--- src/rtl/dbus_arbiter_pkg.sv ---
// rtl/dbus_arbiter_pkg.sv - shared constants, response-FSM states and address decode
package dbus_arbiter_pkg;

    localparam int DBITS        = 32;
    localparam int DMEMADDRBITS = 13;
    localparam int DMEMWORDBITS = 2;
    localparam int MEMIDX_BITS  = DMEMADDRBITS - DMEMWORDBITS;

    localparam logic [DBITS-1:0] ADDRHEX  = 32'hF000_0000;
    localparam logic [DBITS-1:0] ADDRLEDR = 32'hF000_0004;
    localparam logic [DBITS-1:0] ADDRLEDG = 32'hF000_0008;
    localparam logic [DBITS-1:0] ADDRKEY  = 32'hF000_0010;
    localparam logic [DBITS-1:0] ADDRSW   = 32'hF000_0014;

    localparam logic [DBITS-1:0] RD_UNMAPPED = 32'hDEAD_BEEF;
    localparam logic [15:0]      HEX_RESET   = 16'hDEAD;

    typedef enum logic {RIDLE, RPEND} resp_state_t;

    typedef enum logic [2:0] {K_MEM, K_HEX, K_LEDR, K_LEDG, K_KEY, K_SW, K_NONE} addr_kind_t;

    function automatic addr_kind_t decode_addr(input logic [DBITS-1:0] addr);
        if (addr[DBITS-1:DMEMADDRBITS] == '0) begin
            return K_MEM;
        end
        case (addr)
            ADDRHEX:  return K_HEX;
            ADDRLEDR: return K_LEDR;
            ADDRLEDG: return K_LEDG;
            ADDRKEY:  return K_KEY;
            ADDRSW:   return K_SW;
            default:  return K_NONE;
        endcase
    endfunction

endpackage

--- src/rtl/dbus_arbiter_if.sv ---
// rtl/dbus_arbiter_if.sv - two-requester data bus seen by the arbiter
interface dbus_arbiter_if;
    import dbus_arbiter_pkg::*;

    logic             req0;
    logic             req1;
    logic             we0;
    logic             we1;
    logic [DBITS-1:0] addr0;
    logic [DBITS-1:0] addr1;
    logic [DBITS-1:0] wdata0;
    logic [DBITS-1:0] wdata1;
    logic             gnt0;
    logic             gnt1;
    logic             rvalid0;
    logic             rvalid1;
    logic [DBITS-1:0] rdata;

    modport master (
        output req0, req1, we0, we1, addr0, addr1, wdata0, wdata1,
        input  gnt0, gnt1, rvalid0, rvalid1, rdata
    );

    modport slave (
        input  req0, req1, we0, we1, addr0, addr1, wdata0, wdata1,
        output gnt0, gnt1, rvalid0, rvalid1, rdata
    );

endinterface

--- src/rtl/rr_arb2.sv ---
// rtl/rr_arb2.sv - two-way round-robin arbiter with a one-bit last-winner pointer
module rr_arb2 (
    input  logic clk,
    input  logic reset_n,
    input  logic req0,
    input  logic req1,
    output logic gnt0,
    output logic gnt1
);

    logic last;

    // Under contention the port that did not win last time gets the bus.
    always_comb begin
        gnt0 = 1'b0;
        gnt1 = 1'b0;
        if (reset_n) begin
            if (req0 && req1) begin
                gnt0 = last;
                gnt1 = ~last;
            end else begin
                gnt0 = req0;
                gnt1 = req1;
            end
        end
    end

    always_ff @(posedge clk or negedge reset_n) begin
        if (!reset_n) begin
            last <= 1'b0;
        end else if (req0 && req1) begin
            last <= ~last;
        end
    end

endmodule

--- src/rtl/dbus_arbiter.sv ---
// rtl/dbus_arbiter.sv - shared data-bus arbiter with memory window, board I/O and read response stage
module dbus_arbiter
    import dbus_arbiter_pkg::*;
(
    input  logic                   clk,
    input  logic                   reset_n,
    dbus_arbiter_if.slave          bus,
    output logic                   mem_we,
    output logic [MEMIDX_BITS-1:0] mem_addr,
    output logic [DBITS-1:0]       mem_wdata,
    input  logic [DBITS-1:0]       mem_rdata,
    input  logic [3:0]             KEY,
    input  logic [9:0]             SW,
    output logic [15:0]            hex_out,
    output logic [9:0]             ledr,
    output logic [7:0]             ledg
);

    logic             gnt0;
    logic             gnt1;
    logic             granted;
    logic             sel_we;
    logic [DBITS-1:0] sel_addr;
    logic [DBITS-1:0] sel_wdata;
    addr_kind_t       kind;
    logic             rd_go;
    logic             wr_go;

    logic [3:0]       key_s1, key_s;
    logic [9:0]       sw_s1, sw_s;
    logic [DBITS-1:0] io_rd_val;

    resp_state_t      state, state_next;
    logic             port_q;
    logic             mem_q;
    logic [DBITS-1:0] io_q;

    rr_arb2 u_arb (
        .clk     (clk),
        .reset_n (reset_n),
        .req0    (bus.req0),
        .req1    (bus.req1),
        .gnt0    (gnt0),
        .gnt1    (gnt1)
    );

    assign bus.gnt0 = gnt0;
    assign bus.gnt1 = gnt1;

    assign granted   = gnt0 | gnt1;
    assign sel_we    = gnt1 ? bus.we1    : bus.we0;
    assign sel_addr  = gnt1 ? bus.addr1  : bus.addr0;
    assign sel_wdata = gnt1 ? bus.wdata1 : bus.wdata0;
    assign kind      = decode_addr(sel_addr);
    assign rd_go     = granted & ~sel_we;
    assign wr_go     = granted & sel_we;

    assign mem_we    = wr_go && (kind == K_MEM);
    assign mem_addr  = sel_addr[DMEMADDRBITS-1:DMEMWORDBITS];
    assign mem_wdata = sel_wdata;

    always_ff @(posedge clk or negedge reset_n) begin
        if (!reset_n) begin
            key_s1 <= '0;
            key_s  <= '0;
            sw_s1  <= '0;
            sw_s   <= '0;
        end else begin
            key_s1 <= KEY;
            key_s  <= key_s1;
            sw_s1  <= SW;
            sw_s   <= sw_s1;
        end
    end

    always_ff @(posedge clk or negedge reset_n) begin
        if (!reset_n) begin
            hex_out <= HEX_RESET;
            ledr    <= '0;
            ledg    <= '0;
        end else if (wr_go) begin
            case (kind)
                K_HEX:   hex_out <= sel_wdata[15:0];
                K_LEDR:  ledr    <= sel_wdata[9:0];
                K_LEDG:  ledg    <= sel_wdata[7:0];
                default: ;
            endcase
        end
    end

    // Non-memory read data is captured at grant; memory data arrives a cycle later.
    always_comb begin
        io_rd_val = RD_UNMAPPED;
        case (kind)
            K_MEM:   io_rd_val = '0;
            K_HEX:   io_rd_val = {{(DBITS-16){1'b0}}, hex_out};
            K_LEDR:  io_rd_val = {{(DBITS-10){1'b0}}, ledr};
            K_LEDG:  io_rd_val = {{(DBITS-8){1'b0}}, ledg};
            K_KEY:   io_rd_val = {{(DBITS-4){1'b0}}, ~key_s};
            K_SW:    io_rd_val = {{(DBITS-10){1'b0}}, sw_s};
            default: io_rd_val = RD_UNMAPPED;
        endcase
    end

    always_ff @(posedge clk or negedge reset_n) begin
        if (!reset_n) begin
            state  <= RIDLE;
            port_q <= 1'b0;
            mem_q  <= 1'b0;
            io_q   <= '0;
        end else begin
            state <= state_next;
            if (rd_go) begin
                port_q <= gnt1;
                mem_q  <= (kind == K_MEM);
                io_q   <= io_rd_val;
            end
        end
    end

    always_comb begin
        state_next  = RIDLE;
        bus.rvalid0 = 1'b0;
        bus.rvalid1 = 1'b0;
        bus.rdata   = '0;
        case (state)
            RIDLE: begin
                if (rd_go) state_next = RPEND;
            end
            RPEND: begin
                if (rd_go) state_next = RPEND;
                bus.rvalid0 = ~port_q;
                bus.rvalid1 = port_q;
                bus.rdata   = mem_q ? mem_rdata : io_q;
            end
            default: state_next = RIDLE;
        endcase
    end

endmodule

--- src/flat_wrapper.sv ---
// flat-port wrapper written by rule: the top's interface ports become plain ports
module dbus_arbiter_flat import dbus_arbiter_pkg::*;
  (clk, reset_n, mem_we, mem_addr, mem_wdata, mem_rdata, KEY, SW, hex_out, ledr, ledg, bus_req0, bus_req1, bus_we0, bus_we1, bus_addr0, bus_addr1, bus_wdata0, bus_wdata1, bus_gnt0, bus_gnt1, bus_rvalid0, bus_rvalid1, bus_rdata);
  dbus_arbiter_if bus_i ();
  input  logic clk;
  input  logic reset_n;
  output logic mem_we;
  output logic [MEMIDX_BITS-1:0] mem_addr;
  output logic [DBITS-1:0] mem_wdata;
  input  logic [DBITS-1:0] mem_rdata;
  input  logic [3:0] KEY;
  input  logic [9:0] SW;
  output logic [15:0] hex_out;
  output logic [9:0] ledr;
  output logic [7:0] ledg;
  input wire logic [$bits(bus_i.req0)-1:0] bus_req0;
  input wire logic [$bits(bus_i.req1)-1:0] bus_req1;
  input wire logic [$bits(bus_i.we0)-1:0] bus_we0;
  input wire logic [$bits(bus_i.we1)-1:0] bus_we1;
  input wire logic [$bits(bus_i.addr0)-1:0] bus_addr0;
  input wire logic [$bits(bus_i.addr1)-1:0] bus_addr1;
  input wire logic [$bits(bus_i.wdata0)-1:0] bus_wdata0;
  input wire logic [$bits(bus_i.wdata1)-1:0] bus_wdata1;
  output wire logic [$bits(bus_i.gnt0)-1:0] bus_gnt0;
  output wire logic [$bits(bus_i.gnt1)-1:0] bus_gnt1;
  output wire logic [$bits(bus_i.rvalid0)-1:0] bus_rvalid0;
  output wire logic [$bits(bus_i.rvalid1)-1:0] bus_rvalid1;
  output wire logic [$bits(bus_i.rdata)-1:0] bus_rdata;
  assign bus_i.req0 = bus_req0;
  assign bus_i.req1 = bus_req1;
  assign bus_i.we0 = bus_we0;
  assign bus_i.we1 = bus_we1;
  assign bus_i.addr0 = bus_addr0;
  assign bus_i.addr1 = bus_addr1;
  assign bus_i.wdata0 = bus_wdata0;
  assign bus_i.wdata1 = bus_wdata1;
  assign bus_gnt0 = bus_i.gnt0;
  assign bus_gnt1 = bus_i.gnt1;
  assign bus_rvalid0 = bus_i.rvalid0;
  assign bus_rvalid1 = bus_i.rvalid1;
  assign bus_rdata = bus_i.rdata;
  dbus_arbiter u_core (.clk(clk), .reset_n(reset_n), .bus(bus_i), .mem_we(mem_we), .mem_addr(mem_addr), .mem_wdata(mem_wdata), .mem_rdata(mem_rdata), .KEY(KEY), .SW(SW), .hex_out(hex_out), .ledr(ledr), .ledg(ledg));
endmodule
--- config.mk ---
export PLATFORM = sky130hd
export DESIGN_NAME = dbus_arbiter_flat
export DESIGN_NICKNAME = d
export VERILOG_FILES = /design/src/rtl/dbus_arbiter_pkg.sv /design/src/rtl/dbus_arbiter_if.sv /design/src/rtl/rr_arb2.sv /design/src/rtl/dbus_arbiter.sv /design/src/flat_wrapper.sv
export SDC_FILE = /design/constraint.sdc
export NUM_CORES = 1
export LEC_CHECK = 0
export ABC_AREA = 0
export CAP_MARGIN = 20
export CORE_AREA = 2 2 113 115
export DETAILED_ROUTE_END_ITERATION = 10
export DIE_AREA = 0 0 115 117
export DONT_BUFFER_PORTS = 1
export PLACE_DENSITY = 0.59
export SLEW_MARGIN = 20
export SYNTH_ARGS = -nofsm -noshare
export SYNTH_HDL_FRONTEND = slang
export SYNTH_SLANG_ARGS = --single-unit
--- constraint.sdc ---
create_clock -name clk -period 3.4 [get_ports clk]
set_input_delay 0.85 -clock clk [delete_from_list [all_inputs] [get_ports clk]]
set_output_delay 0.85 -clock clk [all_outputs]
set_load 0.01 [all_outputs]
Word level (Yosys, flattened, before mapping)

Index checks and enable logic that the tools add are counted.

Equality and inequality tests: 10
Multiplexer cells: 17
Bitwise gates (word level): 7
Reductions and logical operators: 7

Operator list:

| cell                                                             | number |
|---|---|
| 32-bit one-hot mux with 6 select lines                           | 1 |
| 32-bit == test (second input constant)                           | 5 |
| 32-bit 2-to-1 mux                                                | 4 |
| 19-bit logical NOT                                               | 1 |
| 3-bit one-hot mux with 5 select lines                            | 1 |
| 1-bit 2-to-1 mux                                                 | 9 |
| 3-bit by 2-bit == test with 1-bit output (second input constant) | 2 |
| 3-bit == test (second input constant)                            | 2 |
| 3-bit 2-to-1 mux                                                 | 2 |
| 2-bit AND reduction                                              | 3 |
| 4-bit inverter                                                   | 1 |
| 3-bit by 1-bit == test with 1-bit output (second input constant) | 1 |
| 3-bit logical NOT                                                | 1 |
| 1-bit inverter                                                   | 3 |
| 1-bit bitwise AND                                                | 2 |
| 1-bit logical AND                                                | 2 |
| 1-bit bitwise OR                                                 | 1 |

Register bits after elaboration: 98
Bits of input ports: 180
Output and inout bits: 114
Word-level logic and storage cells: 53

Logic depth before layout (Yosys ltp)

Gate-level depths: netlist of run 1.

Depth after elaboration: 9
Mapped depth: 9
Gate-level depth less buffers: 7

Hierarchy

From an unflattened synthesis of run 1, not the netlist that was laid out.

Cells, all modules: 424
Area, all modules: 4595.7 um^2

By module, submodules not included:

| module       | times used | cells an instance | area an instance (um^2) | seq. area each (um^2) |
|---|---|---|---|---|
| dbus_arbiter | 1          | 416               | 4536.9                  | 2065.7 |
| rr_arb2      | 1          | 8                 | 58.8                    | 25.0 |

Worst setup path before layout of run 1

Ideal clock, no wire load.

Path kind: input-to-output
From: in bus_req1
To: out mem_addr[10]
Arrival time: 2345 ps
Required time: 2550 ps
Setup slack: 205 ps
Stages on the path: 8
Buffers on the path: 3
Cells stage by stage: a21boi_4 -> nand2_4 -> inv_2 -> buf_2 -> buf_1 -> buf_1 -> nand2_1 -> nand2_1

Cells in the longest elaborated chain, start to end: 4

Ends and longest elaborated chain:

| element             | line               | source |
|---|---|---|
| from (decl)         | flat_wrapper.sv:17 | `input wire logic [$bits(bus_i.req1)-1:0] bus_req1;` |
| 1-bit logical AND   | rr_arb2.sv:18      | `if (req0 && req1) begin` |
| 1-bit 2-to-1 mux *  | rr_arb2.sv:18      |  |
| 1-bit 2-to-1 mux *  | rr_arb2.sv:17      | `if (reset_n) begin` |
| net bus_gnt1        | flat_wrapper.sv:25 | `output wire logic [$bits(bus_i.gnt1)-1:0] bus_gnt1;` |
| 32-bit 2-to-1 mux * | dbus_arbiter.sv:52 | `assign sel_addr = gnt1 ? bus.addr1 : bus.addr0;` |
| to (decl)           | flat_wrapper.sv:8  | `output logic [MEMIDX_BITS-1:0] mem_addr;` |

The timed path passes the listed nets; every way through them passes the cells marked *.

Final worst setup path of run 1

From: in bus_addr0[16]
To: out mem_we

Cells in the longest elaborated chain, start to end: 6
Elaborated cells on any way between the ends: 12
Classes of those cells: 5 x eq/ne; 4 x mux; 3 x reduce/logical

Ends and longest elaborated chain:

| element                                                                   | line                                           | source |
|---|---|---|
| from (decl)                                                               | flat_wrapper.sv:20                             | `input wire logic [$bits(bus_i.addr0)-1:0] bus_addr0;` |
| 32-bit 2-to-1 mux *                                                       | dbus_arbiter.sv:52                             |  |
| 32-bit == test or 19-bit logical NOT (tied branches)                      | dbus_arbiter_pkg.sv:26, dbus_arbiter_pkg.sv:23 |  |
| 3-bit one-hot mux with 5 select lines or 1-bit 2-to-1 mux (tied branches) | dbus_arbiter_pkg.sv:26, dbus_arbiter_pkg.sv:23 |  |
| 3-bit 2-to-1 mux *                                                        | dbus_arbiter_pkg.sv:26                         | `case (addr)` |
| 3-bit logical NOT *                                                       | dbus_arbiter.sv:58                             | `assign mem_we = wr_go && (kind == K_MEM);` |
| 1-bit logical AND *                                                       | dbus_arbiter.sv:58                             |  |
| to (decl)                                                                 | flat_wrapper.sv:7                              | `output logic mem_we;` |

Mark *: on every way between the ends. The rest lies on a longest branch, timed or not.

==> impl_metrics.tcl, run 1 <==
set metrics [dict create \
    status "completed" \
    ir_worst_vdd_v 0.000206 \
    r2r_start "u_core.u_arb.last$_DFFE_PN0N_" \
    synthTopCellsByArea "dfrtp_1 (38%), nand2_1 (12%), dfstp_2 (6.0%)" \
    die-width_um 115 \
    dp_hpwl_mm 11.0 \
    synth-seq-area-share 0.436 \
    global_route.usage.met2 0.345 \
    row_count 41 \
    dp.cells 642 \
    synth_largest_area_cell "dfrtp_1" \
    synth_edf_count 0 \
    syn-cell-area_um2 4800 \
    yosys_warnings 0 \
    drive_above_1_share 0.189 \
    fillers 1177 \
    area_growth_pct 9.00 \
    fin_cells 658 \
    cts.clk_slew.worst_paths_ns 0.07 \
    avgSynthCellArea_um2 9.44 \
    slowest_stage "nor3_1" \
    design.die.area_um2 13500 \
    worstPathCellList "nor4_1 -> nand3_1 -> nor3_1 -> a21oi_1 -> nor3_1 -> buf_4" \
    rsz0062_at_grt "no" \
    setup_viol 0 \
    routed_via_density 5.82 \
    vias 3829 \
    cts_buffers 9 \
    start_util 0.390 \
    multi_input_area_um2 2550 \
    rrSetupSlack_ns 0.77 \
    ys_top_cells_by_count "nand2_1 (156), dfrtp_1 (72), mux2_2 (25), nor2_1 (18), nor2b_1 (17)" \
    p_leak_nw 2.31 \
    fmax_ghz 0.328 \
    drc 0 \
    ys.flop_type "dfrtp_1" \
    drt_iter0_markers 243 \
    cp-start-kind "input port" \
    root_buffer "clkbuf_16" \
    h-tree-depth 3 \
    cp.arrival_ns 2.20 \
    crit_required_ns 2.55 \
    pre_cts_ws_ns 0.339 \
    holdCritPathClass "input port to asynchronous set/reset pin" \
    grt_first_pass_wirelength_mm 21.1 \
    slowest_delay_ns 0.38 \
    slew_violations 0 \
    area.sequential_um2 2090 \
    wl_per_cell_um 22.0 \
    grt_usage 0.209 \
    grt_max_degree 94 \
    rr_worst_depth 6 \
    cts-hold-fix-buffers 0 \
    gr-usage-met1 0.278 \
    final.min_clock_period_ns 3.05 \
    antenna_found_initial 1 \
    endpoint_kind "output port" \
    ys_async_sr_fraction 1.00 \
    tns_ns 0 \
    wl_mm 14.5 \
    use_met3 0.0556 \
    gp_congestion 1.04 \
    grt_pass1_vias 3690 \
    post-synth-top-area-fraction 0.376 \
    cts_setup_buffers 0 \
    cts_resized 0 \
    mappedNetlistNets 688 \
    top_usage_layer "met2" \
    core_um2 12300 \
    antenna_cells 0 \
    powerDensity_nw_per_um2 448 \
    ys_types 65 \
    drtPass1Iterations 4 \
    r2r_end "u_core.ledg[2]$_DFFE_PN0P_" \
    worstMarginPinSlew_ns 0.989 \
    synth.most_common_cell "nand2_1" \
    fp.dieH_um 117 \
    grt_overflow 0 \
    io_buffer_count 0 \
    nets 683 \
    cts_tree "yes" \
    slew-limit-headroom 0.337 \
    fin_skew_ns 0.00922 \
    max-cap-violations 0 \
    path_max_fanout 3 \
    syn-instance-count 508 \
    setup_ws_ns 0.351 \
    period_share 0.897 \
    worst-setup-path-type "input port to output port" \
    ys_ff_latch 83 \
    place_area_um2 4940 \
    cpMostUsedCell "nor3_1" \
    numClockSinks 83 \
    cts_buffer_depth 2 \
    final_hold_viol_count 0 \
    insertion_delay_ns 0.34 \
    final_area_um2 5230 \
    ant_nets 0 \
    io_pins 294 \
]
where the power goes:
group / internal, mW / switching (mW)
registers: 1.02 / 0.0288
clock network: 0.516 / 0.449
logic: 0.0987 / 0.237
worst max-delay path by stage:
| stage | start | end | slack (ns) | cells past startpoint |
|---|---|---|---|---|
| detailed placement | bus_req1 | u_core.ledg[0]$_DFFE_PN0P_ | 0.34 | 6 |
| finish | bus_addr0[16] | mem_we | 0.35 | 6 |
| floorplan | bus_req1 | mem_addr[10] | 0.21 | 8 |
| global placement | bus_req1 | u_core.ledg[3]$_DFFE_PN0P_ | 0.35 | 6 |
| global route | bus_addr0[16] | mem_we | 0.22 | 6 |
| CTS | bus_addr0[16] | mem_we | 0.36 | 6 |
cells in the final DEF, fill, tap and decap left out, drive strengths merged, types with 7 or more instances in the layout:
master and count:
a21boi 16, a21oi 8, a22o 8, a31oi 8, and3 9, buf 9, clkbuf 9, dfrtp 72
dfstp 11, inv 13, mux2 35, mux2i 18, nand2 157, nand3 7, nor2 19, nor2b 17
nor3 13, nor4 13, o21ai 11
kinds of logic after synthesis:
family | share of synthesized area
simple gates | 0.273
flops | 0.436
compound gates | 0.121
mux | 0.133
buf+inv | 0.0321
xor+xnor | 0.00548
worst max-delay path, delay by kind of cell:
| family | cells | cell delay (ns) |
|---|---|---|
| AO/OA/AOI/OAI | 1 | 0.12 |
| buffers and inverters | 1 | 0.16 |
| AND/OR/NAND/NOR | 4 | 1.06 |
registers in the layout (all words and copies together) (netlist names):
name               flops
u_core.ledr           10
u_core.ledg            8
u_core.state           1
u_core.key_s1          4
u_core.hex_out        16
u_core.sw_s1          10
u_core.u_arb.last      1
u_core.port_q          1
u_core.mem_q           1
u_core.key_s           4
u_core.io_q           17
u_core.sw_s           10
per-stage QoR:
stage	hold WS, ns	util	total power [mW]
3_3_place_gp	0.335	0.401	1.40
5_1_grt	0.184	0.425	2.45
6_report	0.199	0.425	2.34
2_1_floorplan	0.331	-	1.33
3_5_place_dp	0.336	0.401	1.40
4_1_cts	0.192	0.425	2.37
layer usage:
layer | up-vias | wire [µm]
met5 | - | 13
met4 | 2 | 132
met3 | 16 | 1370
met2 | 193 | 6880
met1 | 1853 | 6080
li1 | 1765 | -
layout make-up:
class	instances	area share
clock inverter	7	0.0129
clock buffer	9	0.0431
multi-input combinational	390	0.488
sequential	83	0.400
timing repair buffer	9	0.0129
tap	150	0.0359
inverter	10	0.00718
No activity file was read; power rests on OpenSTA's default activity.
==> inputs of run 2 (changes only) <==
--- a/config.mk
+++ b/config.mk
@@ -7,9 +7,9 @@
 export LEC_CHECK = 0
 export ABC_AREA = 0
 export CAP_MARGIN = 20
-export CORE_AREA = 2 2 113 115
+export CORE_AREA = 2 2 115 117
 export DETAILED_ROUTE_END_ITERATION = 10
-export DIE_AREA = 0 0 115 117
+export DIE_AREA = 0 0 117 119
 export DONT_BUFFER_PORTS = 1
 export PLACE_DENSITY = 0.59
 export SLEW_MARGIN = 20
==> constraint.sdc (replaced) <==
create_clock -name clk -period 2.8 [get_ports clk]
set_input_delay 0.7 -clock clk [delete_from_list [all_inputs] [get_ports clk]]
set_output_delay 0.7 -clock clk [all_outputs]
set_load 0.01 [all_outputs]
==> impl_metrics.tcl, run 2 (synthesis gave the netlist of run 1 again) <==
set metrics [dict create \
    status "completed" \
    grt_max_degree 94 \
    total_power_mw 2.82 \
    multi_input_area_um2 2560 \
    worstMarginPinSlew_ns 0.642 \
    tns_ns 0 \
    max-cap-violations 0 \
    drt_iter0_markers 362 \
    pre_cts_ws_ns 0.0586 \
    cts.clk_slew.worst_paths_ns 0.06 \
    fin_skew_ns 0.00805 \
    fp.dieH_um 119 \
    holdCritPathClass "input port to asynchronous set/reset pin" \
    grt_overflow 0 \
    grt_first_pass_wirelength_mm 22.1 \
    numClockSinks 83 \
    global_route.usage.met2 0.349 \
    top_register "u_core.io_q" \
    final.min_clock_period_ns 2.62 \
    worstPathCellList "nor4_1 -> and4_1 -> a21oi_1 -> nor3_1 -> buf_4" \
    dp_hpwl_mm 11.6 \
    period_share 0.934 \
    slowest_stage "nor4_1" \
    area.sequential_um2 2090 \
    top_usage_layer "met2" \
    hold_slack_ns 0.0620 \
    routed_via_density 5.65 \
    cts-hold-fix-buffers 0 \
    drive_above_1_share 0.213 \
    drc 0 \
    vias 3941 \
    largest_registers "u_core.io_q x17, u_core.hex_out x16" \
    use_met3 0.0799 \
    die-width_um 117 \
    core_um2 12900 \
    io_buffer_count 0 \
    cts_buffer_depth 2 \
    setup_viol 0 \
    powerDensity_nw_per_um2 523 \
    layout_commonest_cell "nand2_1" \
    area_growth_pct 12.4 \
    setup_ws_ns 0.184 \
    design.die.area_um2 13900 \
    slew_violations 0 \
    antenna_found_initial 1 \
    io_pins 294 \
    ant_nets 0 \
    slew-limit-headroom 0.572 \
    path_max_fanout 3 \
    drtPass1Iterations 5 \
    ir_worst_vdd_v 0.000400 \
    fmax_ghz 0.382 \
    wl_mm 14.7 \
    insertion_delay_ns 0.34 \
    row_count 42 \
    grt_usage 0.210 \
    wl_per_cell_um 21.1 \
    crit_required_ns 2.10 \
    h-tree-depth 3 \
    fillers 1246 \
    gp_congestion 0.836 \
    grt_pass1_vias 3901 \
    gr-usage-met1 0.251 \
    nets 697 \
    cts_buffers 9 \
    final_cell_mix "nand2_1 (156), dfrtp_1 (72), mux2_2 (25)" \
    cts_setup_buffers 0 \
    worst-setup-path-type "input port to output port" \
    antenna_cells 0 \
    slowest_delay_ns 0.38 \
    cp-start-kind "input port" \
    cp.arrival_ns 1.92 \
    cts_tree "yes" \
    largest_register_ffs 17 \
    start_util 0.373 \
    final_hold_viol_count 0 \
    p_leak_nw 2.39 \
    endpoint_kind "output port" \
    rsz0062_at_grt "no" \
    root_buffer "clkbuf_16" \
]
[run 2: cell type report]
type	instances	area share
Clock buffer	10	0.0424
Clock inverter	6	0.0102
Inverter	10	0.00696
Multi-Input combinational cell	390	0.475
Sequential cell	83	0.388
Tap cell	176	0.0408
Timing Repair Buffer	23	0.0367
[run 2: through the flow]
step           instance area, µm²  cells  utilization
2_1_floorplan                4800    508            -
3_3_place_gp                 5100    682        0.396
3_5_place_dp                 5100    682        0.396
4_1_cts                      5380    698        0.418
5_1_grt                      5390    698        0.419
6_report                     5390    698        0.419
[run 2: path summary, 6_finish.rpt]
| path | startpoint | end | slack, ns | depth (start not counted) |
|---|---|---|---|---|
| max | bus_addr1[16] | mem_we | 0.18 | 5 |
| min | reset_n | u_core.sw_s[3]$_DFF_PN0_ | 0.06 | 0 |
| max reg2reg | u_core.u_arb.last$_DFFE_PN0N_ | u_core.ledg[1]$_DFFE_PN0P_ | 0.44 | 7 |
| min reg2reg | u_core.key_s1[2]$_DFF_PN0_ | u_core.key_s[2]$_DFF_PN0_ | 0.34 | 0 |
| max in group asynchronous | reset_n | u_core.hex_out[12]$_DFFE_PN1P_ | 2.51 | 0 |
| min in group clk | u_core.key_s1[2]$_DFF_PN0_ | u_core.key_s[2]$_DFF_PN0_ | 0.34 | 0 |
[run 2: routing by layer]
metal / share of wire / up-vias
met5: 0.00088 / -
met4: 0.015 / 2
met3: 0.11 / 19
met2: 0.50 / 212
met1: 0.38 / 1912
li1: - / 1796
[run 2: repair_timing]
| item | 4_1_cts | 5_1_grt |
|---|---|---|
| resized for setup | 0 | 2 |
| setup endpoints to repair | 0 | 1 |
| hold endpoints to repair | 0 | 0 |
[run 2: critical path, delay by kind of cell]
kind | cells | cell delay [ns]
AO/OA/AOI/OAI | 1 | 0.13
AND/OR/NAND/NOR | 3 | 0.93
buffers and inverters | 1 | 0.16
[run 2: power by group]
part | internal, mW | switching [mW] | leakage (nW)
clock | 0.620 | 0.501 | 0.140
combinational | 0.138 | 0.300 | 1.27
sequential | 1.23 | 0.0299 | 0.977
